<file path="src/rtl/tact_pkg.sv">
// Shared constants for the Tact1 button path: pin polarity and classification FSM encodings.
package tact_pkg;

  localparam logic TACT_ON  = 1'b0;
  localparam logic TACT_OFF = 1'b1;

  typedef enum logic [1:0] {
    ST_IDLE = 2'h0,
    ST_HELD = 2'h1,
    ST_LONG = 2'h2
  } tact_state_t;

endpackage

</file>
<file path="src/rtl/sync2.sv">
// Two-flop synchroniser for asynchronous pin inputs; RST_VAL is the level both flops reset to.
module sync2 #(
  parameter logic RST_VAL = 1'b1
) (
  input  logic CLK_24MHz,
  input  logic RST,
  input  logic d,
  output logic q
);

  logic s1;

  always_ff @(posedge CLK_24MHz) begin
    if (RST) begin
      s1 <= RST_VAL;
      q  <= RST_VAL;
    end else begin
      s1 <= d;
      q  <= s1;
    end
  end

endmodule

</file>
<file path="src/rtl/tact_debounce.sv">
// Tact1 button front end: synchronise, debounce, then classify each press as short or long.
// Define TACT_REPEAT_EN to make LONG_PULSE auto-repeat every REPEAT_CYCLES while held.
module tact_debounce
  import tact_pkg::*;
#(
  parameter int DB_CYCLES     = 120000,
  parameter int LONG_CYCLES   = 24000000,
  parameter int REPEAT_CYCLES = 4800000
) (
  input  logic CLK_24MHz,
  input  logic RST,
  input  logic TACT_IN,
  output logic PRESSED,
  output logic PRESS_PULSE,
  output logic RELEASE_PULSE,
  output logic SHORT_PULSE,
  output logic LONG_PULSE
);

  localparam int DB_W   = $clog2(DB_CYCLES);
  localparam int HOLD_W = $clog2(LONG_CYCLES);
`ifdef TACT_REPEAT_EN
  localparam int REP_W  = $clog2(REPEAT_CYCLES);
`endif

  logic              s2;
  logic              stable;
  logic [DB_W-1:0]   db_cnt;
  logic              press_evt;
  logic              release_evt;
  tact_state_t       state, state_nxt;
  logic [HOLD_W-1:0] hold_cnt, hold_nxt;
  logic              short_nxt;
  logic              long_nxt;
`ifdef TACT_REPEAT_EN
  logic [REP_W-1:0]  rep_cnt, rep_nxt;
`endif

  sync2 #(.RST_VAL(TACT_OFF)) u_sync (
    .CLK_24MHz(CLK_24MHz),
    .RST      (RST),
    .d        (TACT_IN),
    .q        (s2)
  );

  // Stable level only follows s2 after DB_CYCLES consecutive disagreeing samples.
  always_ff @(posedge CLK_24MHz) begin
    if (RST) begin
      stable <= TACT_OFF;
      db_cnt <= '0;
    end else if (s2 == stable) begin
      db_cnt <= '0;
    end else if (db_cnt == DB_W'(DB_CYCLES - 1)) begin
      stable <= s2;
      db_cnt <= '0;
    end else begin
      db_cnt <= db_cnt + 1'b1;
    end
  end

  assign press_evt   = (stable == TACT_ON)  && !PRESSED;
  assign release_evt = (stable == TACT_OFF) &&  PRESSED;

  always_ff @(posedge CLK_24MHz) begin
    if (RST) begin
      state         <= ST_IDLE;
      hold_cnt      <= '0;
      PRESSED       <= 1'b0;
      PRESS_PULSE   <= 1'b0;
      RELEASE_PULSE <= 1'b0;
      SHORT_PULSE   <= 1'b0;
      LONG_PULSE    <= 1'b0;
`ifdef TACT_REPEAT_EN
      rep_cnt       <= '0;
`endif
    end else begin
      state         <= state_nxt;
      hold_cnt      <= hold_nxt;
      PRESSED       <= (stable == TACT_ON);
      PRESS_PULSE   <= press_evt;
      RELEASE_PULSE <= release_evt;
      SHORT_PULSE   <= short_nxt;
      LONG_PULSE    <= long_nxt;
`ifdef TACT_REPEAT_EN
      rep_cnt       <= rep_nxt;
`endif
    end
  end

  // Release is tested before the long threshold so a coincident release classifies as short.
  always_comb begin
    state_nxt = state;
    hold_nxt  = hold_cnt;
    short_nxt = 1'b0;
    long_nxt  = 1'b0;
`ifdef TACT_REPEAT_EN
    rep_nxt   = rep_cnt;
`endif
    case (state)
      ST_IDLE: begin
        if (press_evt) begin
          state_nxt = ST_HELD;
          hold_nxt  = '0;
        end
      end
      ST_HELD: begin
        if (release_evt) begin
          state_nxt = ST_IDLE;
          short_nxt = 1'b1;
        end else if (hold_cnt == HOLD_W'(LONG_CYCLES - 1)) begin
          state_nxt = ST_LONG;
          long_nxt  = 1'b1;
`ifdef TACT_REPEAT_EN
          rep_nxt   = '0;
`endif
        end else begin
          hold_nxt = hold_cnt + 1'b1;
        end
      end
      ST_LONG: begin
        if (release_evt) begin
          state_nxt = ST_IDLE;
`ifdef TACT_REPEAT_EN
          rep_nxt   = '0;
`endif
        end
`ifdef TACT_REPEAT_EN
        else if (rep_cnt == REP_W'(REPEAT_CYCLES - 1)) begin
          long_nxt = 1'b1;
          rep_nxt  = '0;
        end else begin
          rep_nxt = rep_cnt + 1'b1;
        end
`endif
      end
      default: state_nxt = ST_IDLE;
    endcase
  end

endmodule
</file>
<file path="config.mk">
export PLATFORM = sky130hd
export DESIGN_NAME = tact_debounce
export DESIGN_NICKNAME = d
export VERILOG_FILES = /design/src/rtl/tact_pkg.sv /design/src/rtl/sync2.sv /design/src/rtl/tact_debounce.sv
export SDC_FILE = /design/constraint.sdc
export NUM_CORES = 1
export LEC_CHECK = 0
export ABC_AREA = 1
export CAP_MARGIN = 20
export CORE_MARGIN = 4
export CORE_UTILIZATION = 65
export DETAILED_ROUTE_END_ITERATION = 7
export PLACE_DENSITY = 0.91
export SETUP_SLACK_MARGIN = 0.02
export SLEW_MARGIN = 20
export SYNTH_ARGS = -nofsm -noshare
export SYNTH_HDL_FRONTEND = slang
export SYNTH_HIERARCHICAL = 1
export SYNTH_SLANG_ARGS = --single-unit
</file>
<file path="constraint.sdc">
create_clock -name CLK_24MHz -period 3.7 [get_ports CLK_24MHz]
set_input_delay 0.555 -clock CLK_24MHz [delete_from_list [all_inputs] [get_ports CLK_24MHz]]
set_output_delay 0.555 -clock CLK_24MHz [all_outputs]
set_load 0.02 [all_outputs]
</file>
==> flow_summary_export.csv <==
group,metric,value,unit
clocking,htree_levels,2,
global_route,grt_pass1_vias,2501,
final_layout,final_area,3048,sq um
sta,slew_headroom,56.66,%
synthesis,yosys_register_bits,52,
die,die_height,74.74,um
synthesis,synth_edf_count,0,
sta,fmax,415.0,MHz
die,coreArea,4324,sq um
clocking,clk_transition_reported_paths,100,ps
final_layout,nets,457,
route,vias_per_cell,5.610,
worst_hold_path,hold_class,"reg2reg",
setup_path,slowest_stage,"nand2_2",
clocking,cts_tree,"built",
sta,clock_skew,6.190,ps
power_and_ir_drop,p_per_area,299.4,nW/um^2
power_and_ir_drop,finalPower,0.0009126,W
global_route,antenna_found_initial,0,
final_layout,fill_cells,359,
setup_path,crit_family,"simple AND/OR/NAND/NOR gates",
synthesis,synth.distinct_cells,32,
setup_path,max_stage_delay,460,ps
route,wl_per_cell,12.51,um
sta,rsz0062_at_grt,"false",
die,start_util,66.96,%
synthesis,ys_seq_area_share,35.96,%
place,gp_congestion,0.9157,
power_and_ir_drop,power.leakage,1.100,nW
synthesis,synth.top_cell.area_share,35.96,%
setup_path,path_max_fanout,21,
global_route,overflow,0,
clocking,cts_root_buf,"clkbuf_8",
power_and_ir_drop,vdd_drop_max,0.2953,mV
die,rows,24,
setup_path,crit_path_frequent_cell,"nor2_4",
place,dpl_cell_area,2958,sq um
route,drc,0,
synthesis,synth_nets,452,
setup_path,critical_path_buf_inv_count,2,
route,via_count,2833,
final_layout,area_delta_synth_final,5.272,%
flow_run,maxCapViolCount,0,
final_layout,diodes,0,
setup_path,cp.required,3880,ps
clocking,cts_hold_buf,0,
global_route,grt_pass1_wl,10.85,mm
outcome,status,"finished, final reports clean",
sta,tightest_slew,648.3,ps
synthesis,synthAdderAreaFrac,0.8643,%
sta,slew_viol_final,0,
synthesis,synth_compound_gate_area_share,6.093,%
clocking,cts_resized,0,
synthesis,synth_top_family_by_area,"simple AND/OR/NAND/NOR gates",
synthesis,ys.flop_type,"dfxtp_1",
sta,period_needed,2410,ps
die,dieArea,5586,sq um
setup_path,crit_path_end_kind,"flop",
sta,period_share,65.13,%
route,dr.pass1.iters,5,
sta,fin_tns_setup,0,ps
setup_path,worstPathCellList,"ha_1, inv_1, nor2_4, nand2_4, nor2_4, nand3_2, nand2_2, inv_2, nand2_1, a21oi_1",
synthesis,synth-simple-area-share,42.39,%
synthesis,syn_avg_cell_area,6.477,sq um
synthesis,synthCells,447,
final_layout,fin_util,70.49,%
die,io_pins,8,
synthesis,async_flop_share,0,%
synthesis,synthMuxAreaShare,0,%
clocking,insertion_delay,320,ps
setup_path,startpoint_type,"flop",
clocking,clock_sink_count,52,
clocking,postCtsSetupRepairBufs,0,
clocking,clock_path_buffers,2,
global_route,track_usage,24.94,%
clocking,cts_buffers,5,
setup_path,critPathKind,"reg2reg",
synthesis,synthTopCellsByArea,"dfxtp_1 (36%), nand2_1 (14%), nor2_1 (10%)",
route,drt_iter0_markers,276,
place,portBuffers,7,
setup_path,arrival,2590,ps
route,ant_nets,0,
synthesis,synth.cell_area,2895,sq um
sta,hold_viol_final,0,
route,wl,6.316,mm
sta,setup_viol,0,
synthesis,synthXorXnorAreaFrac,3.630,%
global_route,grt_max_degree,22,
die,dieWidth,74.74,um
place,hpwl,4.569,mm
synthesis,synth_top_area_cell,"dfxtp_1",
final_layout,layout-drive-gt1-share,5.960,%
synthesis,yosysWarnings,6,
-- cell usage after synthesis (2+ instances only) --
master      n
nand2_1   110
nor2_1     79
inv_1      60
dfxtp_1    52
nand3_1    30
nand4_1    23
a21oi_1    20
nor3_1     13
xor2_1     11
o21ai_0     5
o21bai_1    5
buf_4       4
nand2_2     4
nor2_2      4
nor2_4      3
buf_6       2
clkbuf_1    2
clkinv_1    2
ha_1        2
inv_2       2
nor3_2      2
or2_0       2
-- per-stage QoR --
| stage | cells | hold WS, ps | worst slack (ps) |
|---|---|---|---|
| floorplan | 447 | 379.5 | 2104 |
| global placement | 497 | 388.1 | 1113 |
| detailed placement | 497 | 398.8 | 1049 |
| CTS | 505 | 423.4 | 1333 |
| global route | 505 | 442.1 | 1041 |
| finish | 505 | 428.5 | 1290 |
-- flip-flops by register name (all words and copies together) (netlist names) --
| register | cells |
|---|---|
| state | 2 |
| db_cnt | 17 |
| LONG_PULSE | 1 |
| PRESSED | 1 |
| u_sync/q | 1 |
| hold_cnt | 25 |
| stable | 1 |
| SHORT_PULSE | 1 |
| RELEASE_PULSE | 1 |
| PRESS_PULSE | 1 |
| u_sync/s1 | 1 |
-- metal layers --
metal,track usage [%],part of all wire [%],vias to the layer above
li1,-,-,1420
met1,32.20,44,1286
met2,41.85,47,113
met3,4.139,7.0,14
met4,9.486,1.9,0
met5,0,0,-
-- worst paths after layout --
kind	start	end	slack [ps]	cells past startpoint
max	hold_cnt[0]	hold_cnt[9]	1290	10
min	u_sync/s1	u_sync/q	430	2
max reg2reg	hold_cnt[0]	hold_cnt[9]	1290	10
min reg2reg	u_sync/s1	u_sync/q	430	2
-- cell usage in the layout, fill, tap and decap left out, drive strengths merged, types with 3 or more instances in the layout --
master	instances
dfxtp	52
xor2	11
nand3	31
clkinv	3
nor3	15
o21bai	5
a21oi	20
clkbuf	5
nand2	115
inv	63
o21ai	5
clkdlybuf4s50	7
nor2	86
nand4	23
or2	3
-- power breakdown --
| part | total, W | switching [W] | internal, W |
|---|---|---|---|
| clock | 0.000336 | 0.000201 | 0.000135 |
| combinational | 0.0000152 | 0.0000107 | 0.00000442 |
| sequential | 0.000561 | 0.000000684 | 0.000561 |
| total | 0.000913 | 0.000213 | 0.000700 |
-- kinds of logic after synthesis --
logic type,Yosys count
xor+xnor,12
flops,52
simple gates,275
fa+ha+maj,2
buf+inv,74
compound gates,32
-- worst min-delay path, stage by stage, from the launching register on --
cell and delay [ps]:
dfxtp_1 320, inv_1 40, nand2_1 40
-- cell type report --
class / instances / area, sq um / area share [%]
multi-input combinational: 321 / 1534 / 50.33
sequential: 52 / 1041 / 34.15
inverter: 64 / 240.2 / 7.882
timing repair buffer: 8 / 77.57 / 2.545
clock buffer: 5 / 68.82 / 2.258
tap: 52 / 65.06 / 2.135
clock inverter: 3 / 21.27 / 0.6979
No activity file was read; power rests on OpenSTA's default activity.
